[config.mk]
export PLATFORM = sky130hd
export DESIGN_NAME = snake_game_ctrl
export DESIGN_NICKNAME = d
export VERILOG_FILES = /design/src/rtl/snake_game_ctrl_pkg.sv /design/src/rtl/snake_dir_queue.sv /design/src/rtl/snake_game_ctrl.sv
export SDC_FILE = /design/constraint.sdc
export NUM_CORES = 1
export LEC_CHECK = 0
export ABC_AREA = 0
export CORE_UTILIZATION = 50
export CTS_BUF_LIST = sky130_fd_sc_hd__clkbuf_16
export CTS_CLUSTER_SIZE = 30
export DETAILED_ROUTE_END_ITERATION = 8
export PLACE_DENSITY_LB_ADDON = 0.1
export REMOVE_ABC_BUFFERS = 1
export SKIP_CTS_REPAIR_TIMING = 1
export SLEW_MARGIN = 30
export SYNTH_ARGS = -nofsm -noshare
export SYNTH_HDL_FRONTEND = slang
export SYNTH_SLANG_ARGS = --single-unit
[constraint.sdc]
create_clock -name clk -period 7.8 [get_ports clk]
set_clock_uncertainty 0.1 [all_clocks]
set_input_delay 0.78 -clock clk [delete_from_list [all_inputs] [get_ports clk]]
set_output_delay 0.78 -clock clk [all_outputs]
set_load 0.01 [all_outputs]
[src/rtl/snake_game_ctrl_pkg.sv]
// -----------------------------------------------------------------------------
// snake_game_ctrl_pkg
// Shared definitions for the snake game sequencer and its turn queue:
// internal FSM state type, direction codes, externally visible state codes,
// the engine's post-reset length, and small helper functions.
// -----------------------------------------------------------------------------
package snake_game_ctrl_pkg;

  // Internal controller states; CLEAR is a one-cycle restart state.
  typedef enum logic [2:0] {
    ST_IDLE  = 3'd0,
    ST_CLEAR = 3'd1,
    ST_PLAY  = 3'd2,
    ST_PAUSE = 3'd3,
    ST_OVER  = 3'd4
  } ctrl_state_t;

  // Direction codes shared with the snake engine.
  localparam logic [1:0] DIR_UP    = 2'b00;
  localparam logic [1:0] DIR_RIGHT = 2'b01;
  localparam logic [1:0] DIR_DOWN  = 2'b10;
  localparam logic [1:0] DIR_LEFT  = 2'b11;

  // Externally reported state codes.
  localparam logic [1:0] STATE_IDLE  = 2'b00;
  localparam logic [1:0] STATE_PLAY  = 2'b01;
  localparam logic [1:0] STATE_PAUSE = 2'b10;
  localparam logic [1:0] STATE_OVER  = 2'b11;

  // Engine snake length right after its reset.
  localparam int unsigned DEF_INIT_LEN = 32'd5;

  // Map an internal state onto its reported code (CLEAR reports as IDLE).
  function automatic logic [1:0] state_code(input ctrl_state_t s);
    logic [1:0] code;
    case (s)
      ST_IDLE:  code = STATE_IDLE;
      ST_CLEAR: code = STATE_IDLE;
      ST_PLAY:  code = STATE_PLAY;
      ST_PAUSE: code = STATE_PAUSE;
      ST_OVER:  code = STATE_OVER;
      default:  code = STATE_IDLE;
    endcase
    return code;
  endfunction

  // A turn is useless when it repeats the reference heading, and fatal when
  // it reverses it; opposite directions differ only in bit 1.
  function automatic logic turn_blocked(input logic [1:0] req, input logic [1:0] ref_dir);
    return (req == ref_dir) || (req == (ref_dir ^ 2'b10));
  endfunction

endpackage

[src/rtl/snake_dir_queue.sv]
// -----------------------------------------------------------------------------
// snake_dir_queue
// Two-entry turn FIFO with duplicate/reversal filter. A request is compared
// against the newest queued turn, or against the live direction when empty.
// Ports:
//   clk, reset   - clock, synchronous active-high reset
//   flush        - synchronous clear of all entries
//   push_valid   - a turn request is offered this cycle
//   push_dir     - requested direction
//   pop          - consume the head entry (ignored when empty)
//   cur_dir      - direction currently applied by the engine
//   head         - oldest queued turn
//   empty, full  - registered occupancy flags
// -----------------------------------------------------------------------------
module snake_dir_queue
  import snake_game_ctrl_pkg::*;
(
  input  logic       clk,
  input  logic       reset,
  input  logic       flush,
  input  logic       push_valid,
  input  logic [1:0] push_dir,
  input  logic       pop,
  input  logic [1:0] cur_dir,
  output logic [1:0] head,
  output logic       empty,
  output logic       full
);

  logic [1:0] entry0_r;
  logic [1:0] entry1_r;
  logic [1:0] count_r;
  logic       empty_r;
  logic       full_r;

  logic [1:0] ref_dir_s;
  logic       pop_s;
  logic       push_s;
  logic [1:0] entry0_nx_s;
  logic [1:0] entry1_nx_s;
  logic [1:0] count_nx_s;

  // Reference heading for the filter: newest queued turn, else live direction.
  always_comb begin
    case (count_r)
      2'd0:    ref_dir_s = cur_dir;
      2'd1:    ref_dir_s = entry0_r;
      2'd2:    ref_dir_s = entry1_r;
      default: ref_dir_s = cur_dir;
    endcase
  end

  // Accept/pop decisions and next-state of the FIFO; a pop frees a slot in
  // the same cycle, so a full queue still accepts while it is being popped.
  always_comb begin
    pop_s       = pop && (count_r != 2'd0);
    push_s      = push_valid && !turn_blocked(push_dir, ref_dir_s) &&
                  ((count_r != 2'd2) || pop_s);
    entry0_nx_s = entry0_r;
    entry1_nx_s = entry1_r;
    count_nx_s  = count_r;
    case ({pop_s, push_s})
      2'b01: begin
        if (count_r == 2'd0) begin
          entry0_nx_s = push_dir;
        end else begin
          entry1_nx_s = push_dir;
        end
        count_nx_s = count_r + 2'd1;
      end
      2'b10: begin
        entry0_nx_s = entry1_r;
        count_nx_s  = count_r - 2'd1;
      end
      2'b11: begin
        if (count_r == 2'd1) begin
          entry0_nx_s = push_dir;
        end else begin
          entry0_nx_s = entry1_r;
          entry1_nx_s = push_dir;
        end
      end
      default: begin
        count_nx_s = count_r;
      end
    endcase
  end

  // FIFO storage and registered occupancy flags.
  always_ff @(posedge clk) begin
    if (reset || flush) begin
      entry0_r <= DIR_UP;
      entry1_r <= DIR_UP;
      count_r  <= 2'd0;
      empty_r  <= 1'b1;
      full_r   <= 1'b0;
    end else begin
      entry0_r <= entry0_nx_s;
      entry1_r <= entry1_nx_s;
      count_r  <= count_nx_s;
      empty_r  <= (count_nx_s == 2'd0);
      full_r   <= (count_nx_s == 2'd2);
    end
  end

  assign head  = entry0_r;
  assign empty = empty_r;
  assign full  = full_r;

endmodule

[src/rtl/snake_game_ctrl.sv]
// -----------------------------------------------------------------------------
// snake_game_ctrl
// Game sequencer for the snake engine: idle/play/pause/over FSM, move tick
// generation with a level-dependent period, engine reset, and a buffered
// player turn queue.
// Ports:
//   clk, reset        - clock, synchronous active-high reset
//   btn_up/right/down/left - one-cycle turn pulses
//   btn_start, btn_pause   - one-cycle control pulses
//   game_over         - level from the engine
//   snake_length      - engine snake length
//   move_tick         - one-cycle registered move strobe to the engine
//   direction         - applied heading (00 up, 01 right, 10 down, 11 left)
//   engine_reset      - registered engine reset
//   state             - 00 IDLE, 01 PLAY, 10 PAUSE, 11 OVER
//   level, score      - registered speed level and length above initial
// -----------------------------------------------------------------------------
module snake_game_ctrl
  import snake_game_ctrl_pkg::*;
#(
  parameter int unsigned BASE_PERIOD   = 32'd12500000,
  parameter int unsigned STEP_PERIOD   = 32'd1250000,
  parameter int unsigned MIN_PERIOD    = 32'd2500000,
  parameter int unsigned LEN_PER_LEVEL = 32'd4,
  parameter int unsigned INIT_LEN      = DEF_INIT_LEN,
  parameter int unsigned MAX_LEVEL     = 32'd15,
  parameter int unsigned CNT_W         = 32'd24
) (
  input  logic       clk,
  input  logic       reset,
  input  logic       btn_up,
  input  logic       btn_right,
  input  logic       btn_down,
  input  logic       btn_left,
  input  logic       btn_start,
  input  logic       btn_pause,
  input  logic       game_over,
  input  logic [6:0] snake_length,
  output logic       move_tick,
  output logic [1:0] direction,
  output logic       engine_reset,
  output logic [1:0] state,
  output logic [3:0] level,
  output logic [6:0] score
);

  localparam logic [CNT_W-1:0] BASE_C = BASE_PERIOD[CNT_W-1:0];
  localparam logic [CNT_W-1:0] STEP_C = STEP_PERIOD[CNT_W-1:0];
  localparam logic [CNT_W-1:0] MIN_C  = MIN_PERIOD[CNT_W-1:0];
  localparam logic [CNT_W-1:0] ONE_C  = {{(CNT_W-1){1'b0}}, 1'b1};
  localparam logic [6:0]       INIT_C = INIT_LEN[6:0];
  localparam logic [6:0]       LPL_C  = LEN_PER_LEVEL[6:0];
  localparam logic [6:0]       MAXL_C = MAX_LEVEL[6:0];

  ctrl_state_t      state_r;
  logic [1:0]       state_code_r;
  logic [CNT_W-1:0] counter_r;
  logic [CNT_W-1:0] period_r;
  logic             move_tick_r;
  logic             engine_reset_r;
  logic [1:0]       direction_r;
  logic [3:0]       level_r;
  logic [6:0]       score_r;

  logic             req_valid_s;
  logic [1:0]       req_dir_s;
  logic             tick_fire_s;
  logic             flush_s;
  logic [1:0]       q_head_s;
  logic             q_empty_s;
  logic             q_full_s;

  logic [6:0]       len_ex_s;
  logic [6:0]       lvl_raw_s;
  logic [3:0]       level_s;
  logic [CNT_W+3:0] dec_s;
  logic [CNT_W-1:0] period_s;

  // Turn request select: one per cycle, up > right > down > left, PLAY only.
  always_comb begin
    req_valid_s = 1'b0;
    req_dir_s   = DIR_UP;
    if (state_r == ST_PLAY) begin
      if (btn_up) begin
        req_valid_s = 1'b1;
        req_dir_s   = DIR_UP;
      end else if (btn_right) begin
        req_valid_s = 1'b1;
        req_dir_s   = DIR_RIGHT;
      end else if (btn_down) begin
        req_valid_s = 1'b1;
        req_dir_s   = DIR_DOWN;
      end else if (btn_left) begin
        req_valid_s = 1'b1;
        req_dir_s   = DIR_LEFT;
      end else begin
        req_valid_s = 1'b0;
      end
    end else begin
      req_valid_s = 1'b0;
    end
  end

  // Terminal count fires a move only when neither game_over nor pause wins.
  always_comb begin
    tick_fire_s = (state_r == ST_PLAY) && !game_over && !btn_pause &&
                  (counter_r == (period_r - ONE_C));
    flush_s     = (state_r == ST_CLEAR);
  end

  // Speed derivation; the period is clamped before subtracting so it can
  // never wrap below zero.
  always_comb begin
    if (snake_length >= INIT_C) begin
      len_ex_s = snake_length - INIT_C;
    end else begin
      len_ex_s = 7'd0;
    end
    lvl_raw_s = len_ex_s / LPL_C;
    if (lvl_raw_s > MAXL_C) begin
      level_s = MAXL_C[3:0];
    end else begin
      level_s = lvl_raw_s[3:0];
    end
    dec_s = {{CNT_W{1'b0}}, level_r} * {4'b0000, STEP_C};
    if ((dec_s + {4'b0000, MIN_C}) >= {4'b0000, BASE_C}) begin
      period_s = MIN_C;
    end else begin
      period_s = BASE_C - dec_s[CNT_W-1:0];
    end
  end

  snake_dir_queue u_dir_queue (
    .clk        (clk),
    .reset      (reset),
    .flush      (flush_s),
    .push_valid (req_valid_s),
    .push_dir   (req_dir_s),
    .pop        (tick_fire_s),
    .cur_dir    (direction_r),
    .head       (q_head_s),
    .empty      (q_empty_s),
    .full       (q_full_s)
  );

  // Game FSM with tick counter, direction, speed and registered outputs.
  always_ff @(posedge clk) begin
    if (reset) begin
      state_r        <= ST_IDLE;
      state_code_r   <= STATE_IDLE;
      counter_r      <= '0;
      period_r       <= BASE_C;
      move_tick_r    <= 1'b0;
      engine_reset_r <= 1'b1;
      direction_r    <= DIR_UP;
      level_r        <= 4'd0;
      score_r        <= 7'd0;
    end else begin
      move_tick_r    <= 1'b0;
      // Engine reset follows the state one cycle late.
      engine_reset_r <= (state_r == ST_IDLE) || (state_r == ST_CLEAR);
      case (state_r)
        ST_IDLE: begin
          if (btn_start) begin
            state_r      <= ST_CLEAR;
            state_code_r <= state_code(ST_CLEAR);
          end
        end
        ST_CLEAR: begin
          counter_r    <= '0;
          period_r     <= BASE_C;
          direction_r  <= DIR_UP;
          level_r      <= 4'd0;
          score_r      <= 7'd0;
          state_r      <= ST_PLAY;
          state_code_r <= state_code(ST_PLAY);
        end
        ST_PLAY: begin
          level_r <= level_s;
          score_r <= len_ex_s;
          if (game_over) begin
            state_r      <= ST_OVER;
            state_code_r <= state_code(ST_OVER);
          end else if (btn_pause) begin
            // Counter stays frozen at its current value while paused.
            state_r      <= ST_PAUSE;
            state_code_r <= state_code(ST_PAUSE);
          end else if (tick_fire_s) begin
            counter_r   <= '0;
            move_tick_r <= 1'b1;
            period_r    <= period_s;
            if (!q_empty_s) begin
              direction_r <= q_head_s;
            end
          end else begin
            counter_r <= counter_r + ONE_C;
          end
        end
        ST_PAUSE: begin
          if (btn_pause || btn_start) begin
            state_r      <= ST_PLAY;
            state_code_r <= state_code(ST_PLAY);
          end
        end
        ST_OVER: begin
          if (btn_start) begin
            state_r      <= ST_CLEAR;
            state_code_r <= state_code(ST_CLEAR);
          end
        end
        default: begin
          state_r      <= ST_IDLE;
          state_code_r <= STATE_IDLE;
        end
      endcase
    end
  end

  assign move_tick    = move_tick_r;
  assign direction    = direction_r;
  assign engine_reset = engine_reset_r;
  assign state        = state_code_r;
  assign level        = level_r;
  assign score        = score_r;

  // Occupancy flag is informational only; the filter handles fullness.
  logic unused_full_s;
  assign unused_full_s = q_full_s;

endmodule

==> results of run 1 <==
cell type report:
type | count | area share
Multi-Input combinational cell | 608 | 0.6291
Inverter | 41 | 0.02386
Timing Repair Buffer | 35 | 0.05315
Clock buffer | 9 | 0.03492
Tap cell | 140 | 0.02716
Clock inverter | 7 | 0.01145
Sequential cell | 71 | 0.2204
registers in the layout, summed over array words and instances (netlist names):
signal and count:
counter_r 24, move_tick 1, u_dir_queue.count_r 2, u_dir_queue.head 2, state_r 3, u_dir_queue.empty 1, state 2, direction 2
level 4, period_r 20, engine_reset 1, score 7, u_dir_queue.entry1_r 2
synth_stat cells, types with 11 or more instances:
master / count / area share
clkbuf_1: 21 / 0.014
xnor2_1: 50 / 0.076
nand3_1: 27 / 0.023
nand2_1: 58 / 0.038
and2_1: 11 / 0.012
nand2b_1: 13 / 0.014
xor2_1: 34 / 0.052
nor3_1: 26 / 0.023
and3_1: 14 / 0.015
ha_1: 37 / 0.080
dfxtp_1: 71 / 0.25
nor2_1: 74 / 0.048
o21ai_0: 15 / 0.013
nand4_1: 17 / 0.018
o22ai_1: 11 / 0.012
a21oi_1: 61 / 0.053
inv_1: 41 / 0.027
a211oi_1: 13 / 0.017
cell usage in the layout (no fill, tap or decap), drive strengths merged, types with 8 or more instances in the layout:
cell	synthesis	layout
a211oi	14	14
a21o	10	10
ha	37	37
inv	41	43
dfxtp	71	71
nor2	75	75
a31oi	10	10
o22ai	11	11
nand2	58	58
clkbuf	21	9
xnor2	50	50
and2	11	11
and3	14	14
o211ai	8	8
clkdlybuf4s50	0	32
nand3	28	28
nand4	17	17
nand2b	13	13
o21ai	15	15
xor2	34	34
nor3	27	27
a21oi	61	61
or3	9	9
worst max-delay path, stage by stage (launching register included):
cell      delay, ps
dfxtp_1         810
inv_1           140
ha_1            320
inv_1           100
fa_1            420
ha_1            270
a211oi_1        320
o21ai_0         260
xnor2_1         510
o31ai_1         210
nand3_1         150
nand3_1          80
or4_1           540
a21oi_1         280
nand3_1         390
o22a_1          290
path summary, 6_finish.rpt:
path | startpoint | end | slack [ps]
hold reg to reg | state[1]$_SDFFE_PP0P_ | state[1]$_SDFFE_PP0P_ | 360
setup / recovery | level[2]$_SDFFE_PP0P_ | period_r[17]$_SDFFE_PP1P_ | 2470
setup reg to reg | level[2]$_SDFFE_PP0P_ | period_r[17]$_SDFFE_PP1P_ | 2470
hold / removal | state[1]$_SDFFE_PP0P_ | state[1]$_SDFFE_PP0P_ | 360
through the flow:
step | total power (W) | instance area [sq um] | hold WS [ps]
2_1_floorplan | 0.0005214 | 5633 | 330.5
3_3_place_gp | 0.0005799 | 6151 | 340.2
3_5_place_dp | 0.0005835 | 6151 | 347.6
4_1_cts | 0.0009941 | 6450 | 359.8
5_1_grt | 0.001029 | 6450 | 384.5
6_report | 0.0009893 | 6450 | 356.3
report_power, final:
| part | internal (W) | total, W | switching (W) |
|---|---|---|---|
| clock | 0.000248 | 0.000412 | 0.000164 |
| sequential | 0.000368 | 0.000379 | 0.0000110 |
| combinational | 0.0000787 | 0.000198 | 0.000119 |
per-layer routing:
metal	vias to the layer above	GRT usage
li1	2733	-
met1	2590	0.3157
met2	137	0.4515
met3	19	0.03794
met4	0	0.08381
met5	-	0
cell families (layout without fill, tap and decap cells):
group / count (synthesis) / after routing
compound gates: 182 / 182
xor+xnor: 84 / 84
fa+ha+maj: 39 / 39
buf+inv: 70 / 92
flops: 71 / 71
mux: 5 / 5
simple gates: 298 / 298
==> run_results.csv, run 1 <==
group,metric,value,unit
logic_synthesis,ys_warn_count,0,
pwr,vdd_drop_max,0.1073,mV
route,first_iter_violations,397,
logic_synthesis,synth_compound_area_frac,0.2107,
logic_synthesis,synth.area.mux_share,0.009123,
worst_setup_path,critPathRequiredTime,7920,ps
worst_hold_path,hold_path.class,"flop to flop",
worst_setup_path,worst_setup_path_end_kind,"flop",
die,row_count,38,
die,dieHeight,109.3,um
cts,cts_tree,"built",
route,wl_met3,584,um
worst_setup_path,r2r_cells,15,
logic_synthesis,yosys_most_used_dff,"dfxtp_1",
cells_and_area,fin_cells,911,
pwr,power.leakage,2.389,nW
route,routed_wl,14.84,mm
route,post_drt_wl_per_cell,16.29,um
logic_synthesis,synth_area_per_cell,7.691,sq um
route,dr.pass1.iters,7,
cts,cts_sinks,71,
logic_synthesis,synth_fa_ha_area_frac,0.08732,
cells_and_area,seq_area,1421,sq um
cells_and_area,antenna_cells,0,
route,wl_met1,6.749,mm
route,vias_per_cell,6.014,
route,routed.top_layer,"met4",
place,routabilityCongestion,0.9066,
cells_and_area,multi_input_area,4058,sq um
worst_hold_path,whs_path_depth,2,
cells_and_area,fin_nets,821,
flow_run,maxCapViolCount,0,
cells_and_area,fillers,1023,
worst_setup_path,start_kind,"flop",
cts,cts-root-buf,"clkbuf_16",
timing,finalSetupViolCount,0,
global_routing,grt_max_degree,38,
cells_and_area,final_layout_size_suffix_gt1_frac,0.04799,
logic_synthesis,synth_area,5761,sq um
die,ios,33,
cts,cts_buffers,9,
logic_synthesis,synth-async-reset-ratio,0,
logic_synthesis,synthDistinctLibCells,71,
logic_synthesis,synth_edf_count,0,
global_routing,first_global_vias,5222,
route,wl_met2,7.240,mm
die,start_util,0.5222,
place,portBuffers,32,
timing,finalHoldViolCount,0,
die,die_x,109.3,um
die,die_area,11950,sq um
timing,max_freq,187.8,MHz
timing,period_share,0.6828,
logic_synthesis,syn-instance-count,749,
timing,period_needed,5326,ps
logic_synthesis,ys_ff_latch,71,
route,antenna_left,0,
place,hpwl,11.36,mm
cts,htree_levels,3,
timing,rsz0062_at_grt,"no",
pwr,powerDensity,153.4,nW/um^2
timing,tightestPinTransition,765.1,ps
timing,finalMaxSlewViolations,0,
timing,slew_headroom,0.4893,
timing,tns,0,ps
cells_and_area,syn_to_final_growth,11.97,%
global_routing,grtUsageTotal,0.2552,
timing,fin_ws,2474,ps
die,core-area,11030,sq um
cells_and_area,utilization,0.5847,
cts,cts.path.max_buffers,2,
logic_synthesis,synth_top_family_by_area,"simple AND/OR/NAND/NOR gates",
worst_setup_path,cp_max_fo,20,
run_status,status,"finished, final reports clean",
route,vias,5479,
global_routing,antenna_found_initial,0,
route,drc,0,
global_routing,globalRouteOverflowTotal,0,
logic_synthesis,ys_seq_area_frac,0.2467,
worst_setup_path,worstSetupPathType,"flop to flop",
place,dp_cells,895,
worst_setup_path,crit_arrival,5440,ps
logic_synthesis,yosys.area_share.xor_xnor,0.1277,
logic_synthesis,synth-simple-area-share,0.2695,
global_routing,grt_pass1_wl,24.12,mm
place,place_ws,2514,ps
cts,worstSkewPairLatency,340,ps
cts,clkTransAtPathRegs,60,ps
Note: power is estimated with default switching activity, not from simulation.
==> run 2, diff against run 1 <==
Clock period 7.8 ns to 4.32 ns, I/O delays scaled along.
==> run_results.csv, run 2 (synthesized netlist as in run 1, its figures left out) <==
group,metric,value,unit
run_status,status,"finished, final reports clean",
place,placed_cell_area,6451,sq um
worst_setup_path,cpPeakStageDelay,400,ps
cells_and_area,design_area,6973,sq um
cells_and_area,antenna_cells,0,
die,die_x,109.3,um
route,drc,0,
cells_and_area,final_cell_mix,"nor2_1, dfxtp_1, nand2_1",
timing,max_freq,240.3,MHz
cts,cts_tree,"built",
worst_setup_path,rr_startpoint,"level[1]$_SDFFE_PP0P_",
die,dieHeight,109.3,um
timing,period_needed,4161,ps
cts,clkTransAtPathRegs,60,ps
route,vias_per_cell,5.843,
worst_setup_path,start_kind,"flop",
cells_and_area,syn_to_final_growth,21.05,%
timing,tns,0,ps
die,ios,33,
worst_setup_path,critPathRequiredTime,4450,ps
global_routing,grt_max_degree,38,
flow_run,maxCapViolCount,0,
timing,finalHoldViolCount,0,
worst_setup_path,cp_max_fo,8,
worst_setup_path,crit_arrival,4290,ps
timing,tightestPinTransition,720.2,ps
route,routed_wl,14.79,mm
timing,finalSetupViolCount,0,
cts,cts.path.max_buffers,2,
cells_and_area,final_layout_size_suffix_gt1_frac,0.1443,
place,place_ws,-197.2,ps
route,first_iter_violations,327,
die,core-area,11030,sq um
cells_and_area,top_register,"counter_r",
timing,slew_headroom,0.5181,
worst_setup_path,worst_setup_path_end_kind,"flop",
timing,period_share,0.9633,
die,die_area,11950,sq um
global_routing,antenna_found_initial,0,
worst_hold_path,hold_path.class,"flop to flop",
route,antenna_left,0,
route,vias,5598,
route,dr.pass1.iters,5,
cells_and_area,utilization,0.6321,
pwr,powerDensity,263.7,nW/um^2
worst_setup_path,crit_top_cell,"ha_1",
worst_setup_path,path_cells,"ha_1 > ha_1 > ha_1 > inv_1 > fa_1 > nand2b_2 > a21o_4 > a211o_4 > o211ai_1 > buf_4 > nand3_1 > a41o_1 > a21oi_2 > nand2_2 > o31a_1",
worst_setup_path,critPathCapture,"period_r[7]$_SDFFE_PP0P_",
cells_and_area,fillers,982,
route,post_drt_wl_per_cell,15.44,um
timing,finalMaxSlewViolations,0,
global_routing,grtUsageTotal,0.2535,
global_routing,globalRouteOverflowTotal,0,
place,routabilityCongestion,0.9036,
pwr,vdd_drop_max,0.3593,mV
place,portBuffers,32,
pwr,power,0.001839,W
cts,worstSkewPairLatency,340,ps
worst_setup_path,rrSetupSlack,160,ps
cts,cts_sinks,71,
worst_setup_path,r2r_cells,15,
cts,cts_buffers,9,
worst_setup_path,r2r-end,"period_r[7]$_SDFFE_PP0P_",
die,row_count,38,
pwr,power.leakage,2.644,nW
cells_and_area,fin_nets,868,
cts,cts-root-buf,"clkbuf_16",
timing,fin_ws,158.7,ps
global_routing,first_global_vias,5063,
worst_setup_path,worstSetupPathType,"flop to flop",
cells_and_area,layout_commonest_cell,"nor2_1",
die,start_util,0.5222,
cells_and_area,largest_reg_flops,24,
global_routing,grt_pass1_wl,23.72,mm
cts,htree_levels,3,
worst_setup_path,critPathLaunch,"level[1]$_SDFFE_PP0P_",
worst_setup_path,slowest_stage,"fa_1",
place,hpwl,11.36,mm
## run 2: area by class of cell
class                           instances  area (sq um)  area share
Multi-Input combinational cell        608          4233      0.6070
Sequential cell                        71          1425      0.2044
Timing Repair Buffer                   82         695.7     0.09977
Clock buffer                            9         225.2     0.03230
Tap cell                              140         175.2     0.02512
Inverter                               41         153.9     0.02207
Clock inverter                          7         65.06    0.009331
## run 2: power breakdown
group | leakage (nW) | internal [W] | switching [W]
Clock | 0.146 | 0.000442 | 0.000289
Sequential | 0.575 | 0.000665 | 0.0000106
Combinational | 1.92 | 0.000188 | 0.000243
## run 2: layer usage
metal  share of wire  up-vias  track usage
met1            0.46     2611       0.3151
met4           0.029        0       0.1086
met3           0.038       28      0.05039
li1                -     2835            -
met5               0        -            0
met2            0.47      124       0.4254
## run 2: how the worst min path moves through the flow
| stage | start | end | cells after the start |
|---|---|---|---|
| after floorplan | u_dir_queue.head[1]$_SDFFE_PP0P_ | direction[1]$_SDFFE_PP0P_ | 2 |
| after global placement | state[0]$_SDFFE_PP0P_ | state[0]$_SDFFE_PP0P_ | 2 |
| after detailed placement | state[1]$_SDFFE_PP0P_ | state[1]$_SDFFE_PP0P_ | 2 |
| after CTS | state[0]$_SDFFE_PP0P_ | state[0]$_SDFFE_PP0P_ | 2 |
| after global routing | state[1]$_SDFFE_PP0P_ | state[1]$_SDFFE_PP0P_ | 2 |
| final | state[1]$_SDFFE_PP0P_ | state[1]$_SDFFE_PP0P_ | 2 |
## run 2: per-stage QoR
stage	hold WS [ps]	instances
2_1_floorplan	330.5	720
3_3_place_gp	342.6	935
3_5_place_dp	348.2	935
4_1_cts	357.1	951
5_1_grt	374.6	958
6_report	355.4	958
## run 2: worst max-delay path: cells and delay by family (launching register included)
family / cells / cell delay, ps
compound gates: 6 / 1730
buf+inv: 2 / 230
simple gates: 3 / 490
fa+ha+maj: 4 / 1170
flops: 1 / 330
==> run 3, diff against run 2 <==
--- a/config.mk
+++ b/config.mk
@@ -11,5 +11,5 @@
 export CTS_CLUSTER_SIZE = 30
 export DETAILED_ROUTE_END_ITERATION = 8
-export PLACE_DENSITY_LB_ADDON = 0.1
+export PLACE_DENSITY_LB_ADDON = 0.2
 export REMOVE_ABC_BUFFERS = 1
 export SKIP_CTS_REPAIR_TIMING = 1
==> constraint.sdc (replaced) <==
create_clock -name clk -period 4.32 [get_ports clk]
set_clock_uncertainty 0.1 [all_clocks]
set_input_delay 0.864 -clock clk [delete_from_list [all_inputs] [get_ports clk]]
set_output_delay 0.864 -clock clk [all_outputs]
set_load 0.01 [all_outputs]
==> run_results.csv, run 3 (synthesized netlist as in run 1, its figures left out) <==
group,metric,value,unit
run_status,status,"finished, final reports clean",
worst_hold_path,whs_path_depth,2,
route,drc,0,
cells_and_area,fin_nets,893,
place,hpwl,11.91,mm
worst_setup_path,cp_num_buf_inv,4,
timing,period_share,0.9682,
cts,worstSkewPairLatency,340,ps
worst_hold_path,whs_endpoint,"state[0]$_SDFFE_PP0P_",
cells_and_area,top_register,"counter_r",
cells_and_area,final_layout_size_suffix_gt1_frac,0.1708,
die,core-area,11030,sq um
cells_and_area,largest_reg_flops,24,
cells_and_area,antenna_cells,0,
flow_run,maxCapViolCount,0,
die,ios,33,
place,portBuffers,32,
pwr,vdd_drop_max,0.3484,mV
global_routing,grt_max_degree,25,
route,first_iter_violations,278,
worst_hold_path,hold_start,"state[0]$_SDFFE_PP0P_",
route,vias_per_cell,5.859,
worst_setup_path,rr_startpoint,"level[1]$_SDFFE_PP0P_",
cts,htree_levels,3,
global_routing,globalRouteOverflowTotal,0,
worst_setup_path,crit_top_cell,"buf_4",
timing,finalSetupViolCount,0,
worst_hold_path,hold_path.class,"flop to flop",
cts,cts_buffers,9,
die,die_x,109.3,um
cells_and_area,layout_commonest_cell,"nor2_1",
worst_setup_path,cp_max_fo,7,
worst_setup_path,critPathRequiredTime,4430,ps
route,vias,5759,
route,post_drt_wl_per_cell,15.80,um
timing,finalMaxSlewViolations,0,
cells_and_area,syn_to_final_growth,25.54,%
worst_setup_path,r2r_cells,17,
worst_setup_path,worstSetupPathType,"flop to flop",
cells_and_area,final_cell_mix,"nor2_1, buf_4, dfxtp_1",
timing,finalHoldViolCount,0,
worst_setup_path,critPathLaunch,"level[1]$_SDFFE_PP0P_",
die,dieHeight,109.3,um
timing,tightestPinTransition,811.0,ps
cts,cts.path.max_buffers,2,
worst_setup_path,path_cells,"buf_4 > ha_1 > fa_1 > ha_4 > o211ai_1 > o21ai_2 > xnor2_2 > buf_4 > a31oi_1 > o311ai_0 > and3_1 > a2111oi_2 > o211ai_1 > buf_4 > nand2_2 > buf_4 > a21oi_1",
cts,clkTransAtPathRegs,60,ps
timing,max_freq,239.1,MHz
route,routed_wl,15.54,mm
worst_setup_path,cpLargestDelayFamily,"compound AO/OA/AOI/OAI gates",
pwr,powerDensity,276.2,nW/um^2
worst_setup_path,crit_arrival,4300,ps
worst_setup_path,slowest_stage,"fa_1",
cells_and_area,fin_cells,983,
global_routing,antenna_found_initial,0,
die,start_util,0.5222,
route,antenna_left,0,
cts,cts_sinks,71,
route,dr.pass1.iters,5,
worst_setup_path,start_kind,"flop",
timing,period_needed,4182,ps
global_routing,first_global_vias,5361,
worst_setup_path,worst_setup_path_end_kind,"flop",
place,dp_cells,963,
place,routabilityCongestion,0.9221,
pwr,power.leakage,2.799,nW
die,row_count,38,
timing,holdWs,355.5,ps
global_routing,grtUsageTotal,0.2606,
die,die_area,11950,sq um
cts,cts-root-buf,"clkbuf_16",
timing,slew_headroom,0.4576,
cts,cts_tree,"built",
global_routing,grt_pass1_wl,24.65,mm
worst_setup_path,r2r-end,"period_r[20]$_SDFFE_PP1P_",
worst_setup_path,cpPeakStageDelay,580,ps
worst_setup_path,rrSetupSlack,140,ps
run 3: cell types whose count changed in the layout (fill, tap and decap cells not counted), moves of 2 or more:
cell       delta
buf_4        +23
clkinv_2      -3
a211oi_1      -2
a211oi_2      +2
and2_1        +2
and2_2        -2
bufinv_16     +2
nor3_2        +2
o21ai_0       -2
run 3: where the power goes:
part	total [W]	internal, W	switching, W
Clock	0.000861	0.000565	0.000296
Combinational	0.000460	0.000207	0.000253
Sequential	0.000677	0.000665	0.0000115
run 3: cell type report:
class | count | area, sq um
timing repair buffer | 107 | 884.6
clock inverter | 7 | 118.9
fill | 965 | 3799
sequential | 71 | 1424
clock buffer | 9 | 225.2
tap | 140 | 175.2
multi-input combinational | 608 | 4250
inverter | 41 | 153.9
run 3: worst max path at each step:
| stage | depth (start not counted) | slack (ps) | end |
|---|---|---|---|
| after CTS | 17 | -80 | period_r[18]$_SDFFE_PP1P_ |
| after floorplan | 15 | -190 | period_r[10]$_SDFFE_PP1P_ |
| final | 17 | 140 | period_r[20]$_SDFFE_PP1P_ |
| after global routing | 17 | -80 | period_r[9]$_SDFFE_PP0P_ |
| after global placement | 16 | -20 | u_dir_queue.head[1]$_SDFFE_PP0P_ |
| after detailed placement | 16 | -180 | u_dir_queue.head[0]$_SDFFE_PP0P_ |
run 3: metrics by stage:
| step | utilization | TNS [ps] | total power, W | cell area, sq um | worst slack [ps] |
|---|---|---|---|---|---|
| finish | 0.6556 | 0 | 0.001997 | 7232 | 137.5 |
| global route | 0.6556 | -640.2 | 0.002074 | 7232 | -80.18 |
| CTS | 0.6351 | -639.8 | 0.001980 | 7005 | -83.43 |
| detailed placement | 0.6039 | -742.6 | 0.001121 | 6661 | -176.3 |
| global placement | 0.6039 | -32.17 | 0.001110 | 6661 | -20.32 |
| floorplan | - | -1995 | 0.0009415 | 5633 | -192.4 |
run 3: worst reg2reg max path, cell delays in order, from the launching register on:
cell and delay, ps:
dfxtp_2 340, buf_4 160, ha_1 240, fa_1 580, ha_4 240, o211ai_1 290
o21ai_2 160, xnor2_2 210, buf_4 160, a31oi_1 200, o311ai_0 170, and3_1 210
a2111oi_2 340, o211ai_1 140, buf_4 170, nand2_2 140, buf_4 140, a21oi_1 60
run 3: per-layer routing:
layer | vias up | GRT usage | wire length, um
li1 | 2883 | - | -
met1 | 2710 | 0.3112 | 6908
met2 | 137 | 0.4492 | 7618
met3 | 29 | 0.05098 | 598
met4 | 0 | 0.1210 | 411
met5 | - | 0 | 0
